==> src/rtl/a2g_dump_pkg.sv <==
// Shared types and sizing helpers for the a2g LUT dump controller.
package a2g_dump_pkg;

  typedef enum logic [1:0] {
    IDLE,
    READ,
    DRAIN,
    DONE
  } dump_state_e;

  // Two extra entries beyond the read pipeline keep issue running at 1 word/cycle.
  function automatic int fifo_depth(input int rd_lat);
    return rd_lat + 2;
  endfunction

  function automatic int cnt_width(input int depth);
    return $clog2(depth + 1);
  endfunction

endpackage

==> src/rtl/a2g_lut_dump_ctrl_if.sv <==
// Valid/ready stream carrying dumped LUT words to the downstream consumer.
interface a2g_lut_dump_ctrl_if #(
  parameter int DATA_W = 32
) ();

  logic [DATA_W-1:0] tx_data;
  logic              tx_valid;
  logic              tx_ready;
  logic              tx_last;

  modport master (output tx_data, output tx_valid, output tx_last, input tx_ready);
  modport slave  (input tx_data, input tx_valid, input tx_last, output tx_ready);

endinterface

==> src/rtl/a2g_dump_skid_fifo.sv <==
// Show-ahead FIFO buffering LUT read returns against downstream backpressure.
module a2g_dump_skid_fifo
  import a2g_dump_pkg::*;
#(
  parameter int DATA_W = 32,
  parameter int DEPTH  = 4,
  parameter int CNT_W  = cnt_width(DEPTH)
) (
  input  logic              clk,
  input  logic              rst_n,
  input  logic              flush,
  input  logic              push,
  input  logic [DATA_W-1:0] push_data,
  input  logic              pop,
  output logic [DATA_W-1:0] head_data,
  output logic              head_valid,
  output logic [CNT_W-1:0]  count
);

  localparam int PTR_W = (DEPTH > 1) ? $clog2(DEPTH) : 1;

  logic [DATA_W-1:0] mem [DEPTH];
  logic [PTR_W-1:0]  wr_ptr, rd_ptr;
  logic              do_push, do_pop;

  function automatic logic [PTR_W-1:0] next_ptr(input logic [PTR_W-1:0] p);
    return (p == PTR_W'(DEPTH - 1)) ? '0 : p + PTR_W'(1);
  endfunction

  assign head_valid = (count != '0);
  assign head_data  = head_valid ? mem[rd_ptr] : '0;
  assign do_push    = push && (count != CNT_W'(DEPTH));
  assign do_pop     = pop && head_valid;

  // NOTE: storage has no reset; contents are only observed behind head_valid,
  // which comes from the reset count, so clearing the array would buy nothing.
  always_ff @(posedge clk) begin
    if (do_push) mem[wr_ptr] <= push_data;
  end

  // NOTE: state registers use non-blocking assignments so every flop samples
  // pre-edge values regardless of statement order.
  always_ff @(posedge clk or negedge rst_n) begin
    if (!rst_n) begin
      wr_ptr <= '0;
      rd_ptr <= '0;
      count  <= '0;
    end else if (flush) begin
      wr_ptr <= '0;
      rd_ptr <= '0;
      count  <= '0;
    end else begin
      if (do_push) wr_ptr <= next_ptr(wr_ptr);
      if (do_pop)  rd_ptr <= next_ptr(rd_ptr);
      case ({do_push, do_pop})
        2'b10:   count <= count + CNT_W'(1);
        2'b01:   count <= count - CNT_W'(1);
        default: count <= count;
      endcase
    end
  end

endmodule

==> src/rtl/a2g_lut_dump_ctrl.sv <==
// Walks LUT addresses 0..num_words-1 and streams the returned words out,
// with credit-based read issue so the skid FIFO never overflows.
module a2g_lut_dump_ctrl
  import a2g_dump_pkg::*;
#(
  parameter int ADDR_W = 10,
  parameter int DATA_W = 32,
  parameter int RD_LAT = 2
) (
  input  logic              user_clk,
  input  logic              user_rst_n,
  input  logic              start,
  input  logic              abort,
  input  logic [ADDR_W:0]   num_words,
  output logic              lut_rd_en,
  output logic [ADDR_W-1:0] lut_addr,
  input  logic [DATA_W-1:0] lut_rdata,
  a2g_lut_dump_ctrl_if.master tx,
  output logic              sending_data,
  output logic              dump_done,
  output logic              dump_aborted
);

  localparam int FIFO_D = fifo_depth(RD_LAT);
  localparam int CNT_W  = cnt_width(FIFO_D);
  localparam int SUM_W  = CNT_W + 1;
  localparam logic [ADDR_W:0] ONE = (ADDR_W + 1)'(1);

  dump_state_e       state, state_nxt;
  logic [ADDR_W:0]   num_q, issue_cnt, acc_cnt;
  logic [RD_LAT-1:0] vld_sr;
  logic [CNT_W-1:0]  fifo_count, in_flight;
  logic              credit, accept, last_issue, abort_hit, start_hit, aborted_q;

  assign in_flight  = CNT_W'($countones(vld_sr));
  assign credit     = ({1'b0, in_flight} + {1'b0, fifo_count}) < SUM_W'(FIFO_D);
  assign abort_hit  = abort && (state != IDLE);
  assign start_hit  = start && (state == IDLE);
  assign accept     = tx.tx_valid && tx.tx_ready;
  assign last_issue = (issue_cnt + ONE) == num_q;

  assign tx.tx_last   = tx.tx_valid && ((acc_cnt + ONE) == num_q);
  assign lut_addr     = issue_cnt[ADDR_W-1:0];
  assign sending_data = (state == READ) || (state == DRAIN);
  assign dump_done    = (state == DONE);
  assign dump_aborted = aborted_q;

  // NOTE: defaults come first so no path through the case leaves an output
  // unassigned, which would otherwise infer a latch.
  always_comb begin
    state_nxt = state;
    lut_rd_en = 1'b0;
    case (state)
      IDLE:  if (start) state_nxt = (num_words == '0) ? DONE : READ;
      READ: begin
        if (credit) begin
          lut_rd_en = 1'b1;
          if (last_issue) state_nxt = DRAIN;
        end
      end
      DRAIN: if (accept && tx.tx_last) state_nxt = DONE;
      DONE:  state_nxt = IDLE;
      default: state_nxt = IDLE;
    endcase
    if (abort_hit) begin
      state_nxt = IDLE;
      lut_rd_en = 1'b0;
    end
  end

  always_ff @(posedge user_clk or negedge user_rst_n) begin
    if (!user_rst_n) state <= IDLE;
    else             state <= state_nxt;
  end

  always_ff @(posedge user_clk or negedge user_rst_n) begin
    if (!user_rst_n) begin
      num_q     <= '0;
      issue_cnt <= '0;
      acc_cnt   <= '0;
      aborted_q <= 1'b0;
    end else begin
      aborted_q <= abort_hit;
      if (start_hit) begin
        num_q     <= num_words;
        issue_cnt <= '0;
        acc_cnt   <= '0;
      end else begin
        if (lut_rd_en) issue_cnt <= issue_cnt + ONE;
        if (accept)    acc_cnt   <= acc_cnt + ONE;
      end
    end
  end

  // Clearing the in-flight markers on abort drops late read returns on the floor.
  always_ff @(posedge user_clk or negedge user_rst_n) begin
    if (!user_rst_n) begin
      vld_sr <= '0;
    end else if (abort_hit) begin
      vld_sr <= '0;
    end else begin
      vld_sr[0] <= lut_rd_en;
      for (int i = 1; i < RD_LAT; i++) vld_sr[i] <= vld_sr[i-1];
    end
  end

  a2g_dump_skid_fifo #(
    .DATA_W (DATA_W),
    .DEPTH  (FIFO_D)
  ) u_fifo (
    .clk        (user_clk),
    .rst_n      (user_rst_n),
    .flush      (abort_hit),
    .push       (vld_sr[RD_LAT-1]),
    .push_data  (lut_rdata),
    .pop        (tx.tx_ready),
    .head_data  (tx.tx_data),
    .head_valid (tx.tx_valid),
    .count      (fifo_count)
  );

endmodule

==> src/flat_wrapper.sv <==
// flat-port wrapper written by rule: the top's interface ports become plain ports
module a2g_lut_dump_ctrl_flat import a2g_dump_pkg::*;
#(
  parameter int ADDR_W = 10,
  parameter int DATA_W = 32,
  parameter int RD_LAT = 2
)
  (user_clk, user_rst_n, start, abort, num_words, lut_rd_en, lut_addr, lut_rdata, sending_data, dump_done, dump_aborted, tx_tx_data, tx_tx_valid, tx_tx_last, tx_tx_ready);
  a2g_lut_dump_ctrl_if #(.DATA_W(DATA_W)) tx_i ();
  input  logic user_clk;
  input  logic user_rst_n;
  input  logic start;
  input  logic abort;
  input  logic [ADDR_W:0] num_words;
  output logic lut_rd_en;
  output logic [ADDR_W-1:0] lut_addr;
  input  logic [DATA_W-1:0] lut_rdata;
  output logic sending_data;
  output logic dump_done;
  output logic dump_aborted;
  output wire logic [$bits(tx_i.tx_data)-1:0] tx_tx_data;
  output wire logic [$bits(tx_i.tx_valid)-1:0] tx_tx_valid;
  output wire logic [$bits(tx_i.tx_last)-1:0] tx_tx_last;
  input wire logic [$bits(tx_i.tx_ready)-1:0] tx_tx_ready;
  assign tx_tx_data = tx_i.tx_data;
  assign tx_tx_valid = tx_i.tx_valid;
  assign tx_tx_last = tx_i.tx_last;
  assign tx_i.tx_ready = tx_tx_ready;
  a2g_lut_dump_ctrl #(.ADDR_W(ADDR_W), .DATA_W(DATA_W), .RD_LAT(RD_LAT)) u_core (.user_clk(user_clk), .user_rst_n(user_rst_n), .start(start), .abort(abort), .num_words(num_words), .lut_rd_en(lut_rd_en), .lut_addr(lut_addr), .lut_rdata(lut_rdata), .tx(tx_i), .sending_data(sending_data), .dump_done(dump_done), .dump_aborted(dump_aborted));
endmodule
==> config.mk <==
export PLATFORM = sky130hd
export DESIGN_NAME = a2g_lut_dump_ctrl_flat
export DESIGN_NICKNAME = d
export VERILOG_FILES = /design/src/rtl/a2g_dump_pkg.sv /design/src/rtl/a2g_lut_dump_ctrl_if.sv /design/src/rtl/a2g_dump_skid_fifo.sv /design/src/rtl/a2g_lut_dump_ctrl.sv /design/src/flat_wrapper.sv
export SDC_FILE = /design/constraint.sdc
export NUM_CORES = 1
export LEC_CHECK = 0
export BUFFER_PORTS_ARGS = -buffer_cell sky130_fd_sc_hd__buf_4
export CELL_PAD_IN_SITES_DETAIL_PLACEMENT = 1
export CELL_PAD_IN_SITES_GLOBAL_PLACEMENT = 1
export CORE_MARGIN = 4
export CORE_UTILIZATION = 30
export CTS_BUF_LIST = sky130_fd_sc_hd__clkbuf_4 sky130_fd_sc_hd__clkbuf_8
export CTS_CLUSTER_DIAMETER = 60
export CTS_CLUSTER_SIZE = 24
export DETAILED_ROUTE_END_ITERATION = 8
export GPL_ROUTABILITY_DRIVEN = 0
export PLACE_DENSITY = 0.63
export SLEW_MARGIN = 20
export SYNTH_ARGS = -nofsm -noshare
export SYNTH_HDL_FRONTEND = slang
export SYNTH_SLANG_ARGS = --single-unit
==> constraint.sdc <==
create_clock -name user_clk -period 6.55 [get_ports user_clk]
set_input_delay 0.3275 -clock user_clk [delete_from_list [all_inputs] [get_ports user_clk]]
set_output_delay 0.3275 -clock user_clk [all_outputs]
set_load 0.03 [all_outputs]
==> results.json, run 1 <==
{
  "synth.avg_cell_area_um2": 15.0,
  "library_cells_used_by_synthesis": 51,
  "initialDrtViolationCount": 175,
  "die_h_um": 169,
  "totalNegativeSetupSlack_ns": 0,
  "path_buf_inv": 1,
  "p_leak_nw": 3.33,
  "grt_setup_unrepaired": "no",
  "detailroute.via_count": 4620,
  "average_wire_per_cell_in_the_routed_design_um": 18.6,
  "startpoint_type": "flop",
  "setup.worst_path.end_class": "output pin",
  "postSynthCellCount": 518,
  "cp_top_family": "simple AND/OR/NAND/NOR gates",
  "critPathRequiredTime_ns": 6.22,
  "synth_area_mm2": 0.00775,
  "floorplan.die.width_um": 169,
  "criticalPathCategory": "flop to output pin",
  "power-per-cell-area_mw_per_mm2": 423,
  "worstMarginPinSlew_ns": 0.931,
  "boundaryPins": 96,
  "final-setup-viol-count": 0,
  "timing.reg2reg.setup_slack_ns": 3.63,
  "skew_ns": 0.0131,
  "final-hold-violation-count": 0,
  "number_of_nets_with_antenna_violations_after_detailed_routing": 0,
  "numCtsBuffers": 17,
  "multi_input_comb_area_mm2": 0.00256,
  "resized_after_cts": 0,
  "depth_of_the_cts_h_tree": 4,
  "cts.reportedPaths.clkPinSlew_ns": 0.12,
  "critPathMaxStageDelay_ns": 0.57,
  "grt_pass1_wl_mm": 27.8,
  "hpwlAfterDp_mm": 11.7,
  "num-nets-final": 665,
  "groute.usage.overall": 0.125,
  "first_global_vias": 5030,
  "worstHoldPathType": "primary input to flop",
  "area_delta_synth_final_pct": 18.7,
  "routed_wl_mm": 17.5,
  "design.die.area_mm2": 0.0285,
  "clockRootBuffer": "sky130_fd_sc_hd__clkbuf_8",
  "postSynthRegisterBits": 173,
  "insertedDiodeCount": 0,
  "number_of_antenna_violations_at_the_first_check_in_global_routing": 1,
  "fmax_ghz": 0.323,
  "std_cell_rows": 58,
  "max-clock-path-buffers": 2,
  "worst_ir_drop_vdd_mv": 0.208,
  "synthesized_nets": 581,
  "finalWorstPathRequiredPeriod_ns": 3.09,
  "cp_max_fo": 9,
  "run_status": "finished, final reports clean",
  "tritoncts": "built",
  "timing.critical_path.slowest_stage_cell": "sky130_fd_sc_hd__or4_4",
  "ordered_cell_list_for_the_critical_path": "nand3_1, or4_4, a211oi_2, o22a_2, nor3b_1, buf_4",
  "ys_dominant_reg_cell": "sky130_fd_sc_hd__edfxtp_1",
  "cts.sinks": 173,
  "final-seq-area_mm2": 0.00497,
  "number_of_flops_mapped_to_enable_cells_by_yosys": 128,
  "global_route_congestion_overflow_total": 0,
  "synth_seq_area_share": 0.641,
  "initial_utilization": 0.306,
  "via_per_inst": 4.89,
  "drt_first_pass_iters": 4,
  "clkLatencyLatePin_ns": 0.47,
  "worst_slew_margin_rel": 0.380,
  "numPortBuffers": 95,
  "critPathArrivalTime_ns": 2.77,
  "post-layout-total-power_mw": 3.89,
  "ctsHoldBuffers": 1,
  "fin_crit_sh": 0.472,
  "maximum_number_of_pins_on_one_net_before_global_route_repair": 46,
  "placeableCoreArea_mm2": 0.0253,
  "asyncSetResetFlopFracSynth": 0.260,
  "max_cap_viols": 0,
  "post-cts-setup-buffer-count": 0,
  "drc": 0,
  "yosys_warnings": 0,
  "slew_viol_final": 0,
  "final_layout_size_suffix_gt1_frac": 0.299,
  "layout.filler_cells": 2676
}
## metrics by stage
| step | cell area (um^2) | worst slack, ns | hold WS [ns] | utilization | std cells |
|---|---|---|---|---|---|
| 3_5_place_dp | 8730 | 3.61 | 0.393 | 0.345 | 912 |
| 6_report | 9200 | 3.46 | 0.0506 | 0.363 | 945 |
| 5_1_grt | 9200 | 3.25 | 0.00393 | 0.363 | 945 |
| 3_3_place_gp | 8730 | 3.74 | 0.367 | 0.345 | 912 |
| 2_1_floorplan | 7750 | 3.77 | 0.0319 | - | 518 |
| 4_1_cts | 9200 | 3.39 | 0.0129 | 0.363 | 945 |
## cells in the final DEF, fill, tap and decap left out, drive strengths merged, types with 3 or more instances in the layout
cell and instances:
and3 7, buf 99, or3 10, nand2b 4, clkbuf 17, and4 5
nand3 7, mux2i 3, nor3 6, mux4 32, edfxtp 128, clkinv 8
ha 14, nand2 23, nor2 29, dfrtp 45, and2 35, nor3b 3
nor2b 5, nand4 7, mux2 10, xnor2 18, a21oi 15, nor4 6
o21ai 12, xor2 23, inv 18
## state kept, by name, summed over array words and instances (netlist names)
name and count:
u_core.vld_sr 2, u_core.issue_cnt 11, u_core.acc_cnt 11, u_core.u_fifo.wr_ptr 2
u_core.u_fifo.mem 128, u_core.u_fifo.rd_ptr 2, u_core.state 2, u_core.num_q 11
u_core.u_fifo.count 3, u_core.dump_aborted 1
## kinds of logic after synthesis
group	Yosys count	share of synthesized area
and+or+nand+nor	153	0.109
AOI/OAI and AO/OA	44	0.0362
xor gates and xnor gates	41	0.0463
adders and majority gates	16	0.0265
DFF	173	0.641
muxes	45	0.111
buffers and inverters	46	0.0289
## Yosys cell counts, types with 2 or more instances
cell,number,area share
sky130_fd_sc_hd__nor2_1,29,0.014
sky130_fd_sc_hd__a22oi_1,2,0.0019
sky130_fd_sc_hd__o2111ai_1,2,0.0023
sky130_fd_sc_hd__mux2_2,10,0.015
sky130_fd_sc_hd__and3_1,7,0.0057
sky130_fd_sc_hd__a21oi_1,15,0.0097
sky130_fd_sc_hd__xnor2_1,18,0.020
sky130_fd_sc_hd__a31oi_1,2,0.0016
sky130_fd_sc_hd__or3_1,10,0.0081
sky130_fd_sc_hd__o21ai_0,12,0.0077
sky130_fd_sc_hd__dfrtp_1,45,0.15
sky130_fd_sc_hd__buf_1,6,0.0029
sky130_fd_sc_hd__clkinv_1,2,0.00097
sky130_fd_sc_hd__nand3_1,7,0.0045
sky130_fd_sc_hd__nand4_1,7,0.0057
sky130_fd_sc_hd__and2_1,35,0.028
sky130_fd_sc_hd__a311oi_1,2,0.0023
sky130_fd_sc_hd__buf_4,11,0.011
sky130_fd_sc_hd__and4_1,4,0.0045
sky130_fd_sc_hd__nor2b_1,5,0.0040
sky130_fd_sc_hd__mux4_2,32,0.093
sky130_fd_sc_hd__a32oi_1,2,0.0023
sky130_fd_sc_hd__mux2i_1,3,0.0039
sky130_fd_sc_hd__edfxtp_1,128,0.50
sky130_fd_sc_hd__clkbuf_1,15,0.0073
sky130_fd_sc_hd__inv_1,9,0.0044
sky130_fd_sc_hd__nor3b_1,3,0.0029
sky130_fd_sc_hd__nor4_1,6,0.0048
sky130_fd_sc_hd__nand2b_1,4,0.0032
sky130_fd_sc_hd__nor3_1,6,0.0039
sky130_fd_sc_hd__nand2_1,23,0.011
sky130_fd_sc_hd__nor4b_1,2,0.0023
sky130_fd_sc_hd__xor2_1,23,0.026
sky130_fd_sc_hd__ha_1,14,0.023
## per-layer routing
layer,wire (um),part of all wire,global-route usage
met5,13,0.00074,0
met4,235,0.013,0.0385
met3,839,0.048,0.0299
met2,8600,0.49,0.203
met1,7840,0.45,0.166
## where the power goes
group / total (mW) / switching, mW / internal (mW) / leakage [nW]
logic: 1.57 / 0.896 / 0.669 / 1.37
clock network: 0.817 / 0.502 / 0.315 / 0.224
registers: 1.51 / 0.149 / 1.36 / 1.75
## final timing paths
kind	end	depth (start not counted)	startpoint
min reg2reg	u_core.vld_sr[1]$_DFF_PN0_	1	u_core.vld_sr[0]$_DFF_PN0_
max	tx_tx_last	6	u_core.acc_cnt[2]$_DFFE_PN0P_
min in group asynchronous	u_core.issue_cnt[6]$_DFFE_PN0P_	2	user_rst_n
max in group asynchronous	u_core.u_fifo.rd_ptr[0]$_DFFE_PN0P_	2	user_rst_n
max reg2reg	u_core.u_fifo.count[2]$_DFFE_PN0P_	8	u_core.u_fifo.count[0]$_DFFE_PN0P_
min	u_core.u_fifo.mem[3][6]$_DFFE_PP_	1	lut_rdata[6]
## final cells by class
type	count	share of cell area
Timing Repair Buffer	100	0.0819
Tap cell	330	0.0449
Sequential cell	173	0.541
Multi-Input combinational cell	299	0.279
Clock buffer	17	0.0254
Inverter	11	0.00449
Clock inverter	15	0.0242
No activity file was read; power rests on OpenSTA's default activity.
==> run 2, diff against run 1 <==
==> constraint.sdc (replaced) <==
create_clock -name user_clk -period 3.04 [get_ports user_clk]
set_input_delay 0.152 -clock user_clk [delete_from_list [all_inputs] [get_ports user_clk]]
set_output_delay 0.152 -clock user_clk [all_outputs]
set_load 0.03 [all_outputs]
==> results.json, run 2 (synthesis gave the netlist of run 1 again) <==
{
  "cts.sinks": 173,
  "initialDrtViolationCount": 239,
  "non_filler_cells_in_the_finished_layout": 996,
  "pre_cts_ws_ns": 0.317,
  "critPathRequiredTime_ns": 3.41,
  "design.die.area_mm2": 0.0285,
  "clkLatencyLatePin_ns": 0.45,
  "grt_setup_unrepaired": "no",
  "layout.filler_cells": 2620,
  "worst_ir_drop_vdd_mv": 0.525,
  "area_delta_synth_final_pct": 24.0,
  "max-clock-path-buffers": 2,
  "timing.critical_path.slowest_stage_cell": "sky130_fd_sc_hd__or4b_4",
  "fin_worst_hold_slack_ns": 0.114,
  "numCtsBuffers": 17,
  "maximum_number_of_pins_on_one_net_before_global_route_repair": 46,
  "std_cell_rows": 58,
  "fin_crit_sh": 0.921,
  "power.share.switching": 0.391,
  "most-common-layout-cells": "sky130_fd_sc_hd__edfxtp_1 (128), sky130_fd_sc_hd__buf_4 (107), sky130_fd_sc_hd__dlygate4sd3_1 (44), sky130_fd_sc_hd__dfrtp_1 (44), sky130_fd_sc_hd__and2_1 (35)",
  "groute.usage.overall": 0.134,
  "critPathArrivalTime_ns": 3.17,
  "path_buf_inv": 0,
  "finalWorstPathRequiredPeriod_ns": 2.80,
  "final-hold-violation-count": 0,
  "clock_power_share": 0.186,
  "totalNegativeSetupSlack_ns": 0,
  "startpoint_type": "flop",
  "worst_slew_margin_rel": 0.364,
  "combinationalPowerShare": 0.425,
  "max_cap_viols": 0,
  "layout_setup_ws_ns": 0.241,
  "via_per_inst": 4.80,
  "internal_power_mw": 5.07,
  "grt_pass1_wl_mm": 29.8,
  "skew_ns": 0.0151,
  "boundaryPins": 96,
  "placeableCoreArea_mm2": 0.0253,
  "switchingPower_mw": 3.26,
  "power-per-cell-area_mw_per_mm2": 867,
  "global_route_congestion_overflow_total": 0,
  "layout_utilization": 0.380,
  "detailroute.via_count": 4779,
  "placedInstanceArea_mm2": 0.00879,
  "final_layout_size_suffix_gt1_frac": 0.287,
  "average_wire_per_cell_in_the_routed_design_um": 18.6,
  "die_h_um": 169,
  "largest_register_ffs": 128,
  "first_global_vias": 5413,
  "final_area_mm2": 0.00961,
  "floorplan.die.width_um": 169,
  "insertedDiodeCount": 0,
  "drc": 0,
  "depth_of_the_cts_h_tree": 4,
  "slew_viol_final": 0,
  "tritoncts": "built",
  "criticalPathCategory": "flop to flop",
  "cp_top_family": "simple AND/OR/NAND/NOR gates",
  "final-setup-viol-count": 0,
  "ordered_cell_list_for_the_critical_path": "ha_1, nand4_1, or3_1, a211oi_1, nor3_1, or4b_4, a31oi_1, mux2i_1",
  "worstMarginPinSlew_ns": 0.955,
  "num-nets-final": 716,
  "numPortBuffers": 95,
  "critPathMaxStageDelay_ns": 0.54,
  "post-layout-total-power_mw": 8.33,
  "fmax_ghz": 0.357,
  "cts.reportedPaths.clkPinSlew_ns": 0.10,
  "worstHoldPathType": "primary input to flop",
  "largest_register": "u_core.u_fifo.mem",
  "cp_max_fo": 6,
  "initial_utilization": 0.306,
  "mostFrequentLayoutCell": "sky130_fd_sc_hd__edfxtp_1",
  "hpwlAfterDp_mm": 12.2,
  "run_status": "finished, final reports clean",
  "clockRootBuffer": "sky130_fd_sc_hd__clkbuf_8",
  "placed_cells": 920,
  "number_of_antenna_violations_at_the_first_check_in_global_routing": 1,
  "setup.worst_path.end_class": "flop",
  "seq_power_share": 0.388,
  "number_of_nets_with_antenna_violations_after_detailed_routing": 0,
  "routed_wl_mm": 18.5,
  "drt_first_pass_iters": 4,
  "p_leak_nw": 3.52
}
==> run 2: cell types whose count changed in the layout (fill, tap and decap cells not counted), moves of 2 or more <==
cell | before | now
sky130_fd_sc_hd__buf_4 | 99 | 107
sky130_fd_sc_hd__inv_12 | 4 | 0
sky130_fd_sc_hd__inv_8 | 2 | 5
sky130_fd_sc_hd__clkinv_8 | 6 | 2
sky130_fd_sc_hd__clkinv_1 | 2 | 4
sky130_fd_sc_hd__inv_6 | 2 | 4
sky130_fd_sc_hd__dlygate4sd3_1 | 1 | 44
==> run 2: worst min-delay path, cell delays in order <==
cell,delay (ns)
sky130_fd_sc_hd__buf_4,0.13
sky130_fd_sc_hd__nor2b_1,0.11
sky130_fd_sc_hd__o32a_1,0.14
==> run 2: path summary, 6_finish.rpt <==
| path | from | cells past startpoint | to | slack (ns) |
|---|---|---|---|---|
| worst max register to register | u_core.acc_cnt[0]$_DFFE_PN0P_ | 8 | u_core.state[1]$_DFFE_PN0P_ | 0.24 |
| worst max-delay path | u_core.acc_cnt[0]$_DFFE_PN0P_ | 8 | u_core.state[1]$_DFFE_PN0P_ | 0.24 |
| max in group asynchronous | user_rst_n | 2 | u_core.u_fifo.rd_ptr[0]$_DFFE_PN0P_ | 2.34 |
| worst min register to register | u_core.vld_sr[0]$_DFF_PN0_ | 1 | u_core.vld_sr[1]$_DFF_PN0_ | 0.51 |
| worst min-delay path | abort | 3 | u_core.state[0]$_DFFE_PN0P_ | 0.11 |
| min in group asynchronous | user_rst_n | 2 | u_core.issue_cnt[6]$_DFFE_PN0P_ | 0.24 |
==> run 2: what timing repair did <==
item | CTS | global route
hold buffers | 44 | 0
gates resized for setup | 0 | 1
hold endpoints to repair | 184 | 0
buffers inserted | 0 | 0
endpoints found under the setup margin | 0 | 1
==> run 2: layer usage <==
| metal | track usage | wire, um | up-vias |
|---|---|---|---|
| met5 | 0 | 12 | - |
| met4 | 0.0346 | 208 | 2 |
| met3 | 0.0252 | 696 | 15 |
| met2 | 0.233 | 9490 | 109 |
| met1 | 0.172 | 8130 | 2458 |
| li1 | - | - | 2195 |
==> run 2: area by class of cell <==
| class | instances | area (um^2) | share of cell area |
|---|---|---|---|
| well taps | 330 | 413 | 0.0430 |
| repair buffers | 151 | 1240 | 0.129 |
| multi-input cells | 299 | 2570 | 0.267 |
| clock buffers | 17 | 234 | 0.0243 |
| flip-flops and latches | 173 | 4970 | 0.517 |
| clock inverters | 15 | 144 | 0.0150 |
| inverters | 11 | 41.3 | 0.00430 |
==> run 2: power groups by stage <==
stage / clock network, mW / logic (mW) / registers (mW)
final: 1.55 / 3.54 / 3.23
after floorplan: 0 / 2.43 / 3.16
after CTS: 1.62 / 3.61 / 3.24
after global placement: 0 / 3.47 / 3.25
after detailed placement: 0 / 3.55 / 3.29
after global routing: 1.74 / 3.84 / 3.28
==> run 3, diff against run 2 <==
--- a/config.mk
+++ b/config.mk
@@ -9,13 +9,12 @@
 export CELL_PAD_IN_SITES_DETAIL_PLACEMENT = 1
 export CELL_PAD_IN_SITES_GLOBAL_PLACEMENT = 1
 export CORE_MARGIN = 4
-export CORE_UTILIZATION = 30
+export CORE_UTILIZATION = 50
 export CTS_BUF_LIST = sky130_fd_sc_hd__clkbuf_4 sky130_fd_sc_hd__clkbuf_8
 export CTS_CLUSTER_DIAMETER = 60
 export CTS_CLUSTER_SIZE = 24
 export DETAILED_ROUTE_END_ITERATION = 8
-export GPL_ROUTABILITY_DRIVEN = 0
-export PLACE_DENSITY = 0.63
+export PLACE_DENSITY = 0.91
 export SLEW_MARGIN = 20
 export SYNTH_ARGS = -nofsm -noshare
 export SYNTH_HDL_FRONTEND = slang
==> constraint.sdc (replaced) <==
create_clock -name user_clk -period 3.1 [get_ports user_clk]
set_input_delay 0.155 -clock user_clk [delete_from_list [all_inputs] [get_ports user_clk]]
set_output_delay 0.155 -clock user_clk [all_outputs]
set_load 0.03 [all_outputs]
==> results.json, run 3 (synthesis gave the netlist of run 1 again) <==
{
  "run_status": "finished, final reports clean",
  "depth_of_the_cts_h_tree": 4,
  "clkLatencyLatePin_ns": 0.48,
  "largest_register_ffs": 128,
  "num-nets-final": 716,
  "worst_slew_margin_rel": 0.452,
  "setup.worst_path.end_class": "output pin",
  "numCtsBuffers": 17,
  "cp_top_family": "simple AND/OR/NAND/NOR gates",
  "combinationalPowerShare": 0.429,
  "mostFrequentLayoutCell": "sky130_fd_sc_hd__edfxtp_1",
  "power-per-cell-area_mw_per_mm2": 867,
  "drc": 0,
  "clockRootBuffer": "sky130_fd_sc_hd__clkbuf_8",
  "skew_ns": 0.0189,
  "totalNegativeSetupSlack_ns": 0,
  "post-layout-total-power_mw": 8.19,
  "most-common-layout-cells": "sky130_fd_sc_hd__edfxtp_1 (128), sky130_fd_sc_hd__buf_4 (103), sky130_fd_sc_hd__dlygate4sd3_1 (44), sky130_fd_sc_hd__dfrtp_1 (44), sky130_fd_sc_hd__and2_1 (35)",
  "timing.reg2reg.setup_slack_ns": 0.30,
  "boundaryPins": 96,
  "worstHoldPathType": "primary input to flop",
  "area_delta_synth_final_pct": 21.8,
  "non_filler_cells_in_the_finished_layout": 854,
  "placed_cells": 778,
  "maximum_number_of_pins_on_one_net_before_global_route_repair": 46,
  "number_of_nets_with_antenna_violations_after_detailed_routing": 0,
  "floorplan.die.width_um": 133,
  "detailroute.via_count": 4956,
  "path_buf_inv": 1,
  "globalplace.congestion": 0.884,
  "finalWorstPathRequiredPeriod_ns": 2.95,
  "critPathArrivalTime_ns": 2.80,
  "first_global_vias": 5551,
  "final_layout_size_suffix_gt1_frac": 0.282,
  "via_per_inst": 5.80,
  "clock_power_share": 0.170,
  "die_h_um": 133,
  "criticalPathCategory": "flop to output pin",
  "worstMarginPinSlew_ns": 0.823,
  "fmax_ghz": 0.339,
  "final-hold-violation-count": 0,
  "drt_first_pass_iters": 5,
  "ordered_cell_list_for_the_critical_path": "nand3_2, or4_4, a211oi_2, o22a_2, nor3b_1, buf_4",
  "cts.sinks": 173,
  "grt_setup_unrepaired": "no",
  "max-clock-path-buffers": 2,
  "initial_utilization": 0.510,
  "critPathMaxStageDelay_ns": 0.53,
  "numPortBuffers": 95,
  "initialDrtViolationCount": 303,
  "routed_wl_mm": 19.9,
  "critPathRequiredTime_ns": 2.94,
  "hpwlAfterDp_mm": 12.9,
  "fin_worst_hold_slack_ns": 0.120,
  "largest_register": "u_core.u_fifo.mem",
  "cts.reportedPaths.clkPinSlew_ns": 0.09,
  "groute.usage.overall": 0.236,
  "timing.critical_path.slowest_stage_cell": "sky130_fd_sc_hd__or4_4",
  "p_leak_nw": 3.51,
  "switchingPower_mw": 3.23,
  "insertedDiodeCount": 0,
  "power.share.switching": 0.394,
  "tritoncts": "built",
  "grt_pass1_wl_mm": 31.7,
  "seq_power_share": 0.400,
  "post-cts-setup-buffer-count": 0,
  "worst_ir_drop_vdd_mv": 0.571,
  "cp_max_fo": 9,
  "startpoint_type": "flop",
  "average_wire_per_cell_in_the_routed_design_um": 23.3,
  "final-setup-viol-count": 0,
  "design.die.area_mm2": 0.0176,
  "std_cell_rows": 45,
  "fin_crit_sh": 0.953,
  "internal_power_mw": 4.96,
  "slew_viol_final": 0,
  "placeableCoreArea_mm2": 0.0152,
  "global_route_congestion_overflow_total": 0,
  "max_cap_viols": 0,
  "number_of_antenna_violations_at_the_first_check_in_global_routing": 0
}
[run 3: power by group through the flow]
stage | Sequential (mW) | Combinational [mW] | Clock (mW)
after CTS | 3.26 | 3.50 | 1.40
after detailed placement | 3.31 | 3.43 | 0
after global routing | 3.32 | 3.76 | 1.51
final | 3.28 | 3.52 | 1.40
after global placement | 3.26 | 3.26 | 0
after floorplan | 3.10 | 2.39 | 0
[run 3: metrics by stage]
step                      setup WS (ns)  area [um^2]   util
after floorplan                   0.324         7750      -
after global placement            0.535         8660  0.569
after detailed placement          0.358         8660  0.569
after CTS                        0.0953         9430  0.620
after global routing             0.0512         9440  0.621
final                             0.146         9440  0.621
[run 3: layout make-up]
| cell class | count | area, um^2 |
|---|---|---|
| fillers | 1434 | 5760 |
| flip-flops and latches | 173 | 4970 |
| multi-input cells | 299 | 2570 |
| repair buffers | 151 | 1290 |
| well taps | 188 | 235 |
| clock buffers | 17 | 234 |
| clock inverters | 15 | 100 |
| inverters | 11 | 41.3 |
[run 3: final timing paths]
check,depth (start not counted),end,from
worst max-delay path,6,tx_tx_last,u_core.acc_cnt[2]$_DFFE_PN0P_
worst min-delay path,3,u_core.state[0]$_DFFE_PN0P_,abort
worst max register to register,8,u_core.u_fifo.count[2]$_DFFE_PN0P_,u_core.u_fifo.count[0]$_DFFE_PN0P_
worst min register to register,1,u_core.vld_sr[1]$_DFF_PN0_,u_core.vld_sr[0]$_DFF_PN0_
max in group asynchronous,2,u_core.u_fifo.rd_ptr[0]$_DFFE_PN0P_,user_rst_n
min in group asynchronous,2,u_core.num_q[10]$_DFFE_PN0P_,user_rst_n
[run 3: what timing repair did]
item / CTS / global route
endpoints found under the hold margin: 184 / 0
setup endpoints to repair: 0 / 1
hold buffers: 44 / 0
resized for setup: 0 / 2
[run 3: worst reg2reg max path: cells and delay by family (launching register included)]
family          cells  cell delay (ns)
flops               1             0.48
simple gates        3             0.87
fa+ha+maj           2             0.75
compound gates      1             0.20
buf+inv             1             0.27
xor+xnor            1             0.16
[run 3: metal layers]
| metal | share of wire | up-vias | global-route usage |
|---|---|---|---|
| li1 | - | 2202 | - |
| met1 | 0.40 | 2582 | 0.285 |
| met2 | 0.54 | 130 | 0.419 |
| met3 | 0.035 | 42 | 0.0407 |
| met4 | 0.030 | 0 | 0.102 |
| met5 | 0 | - | 0 |
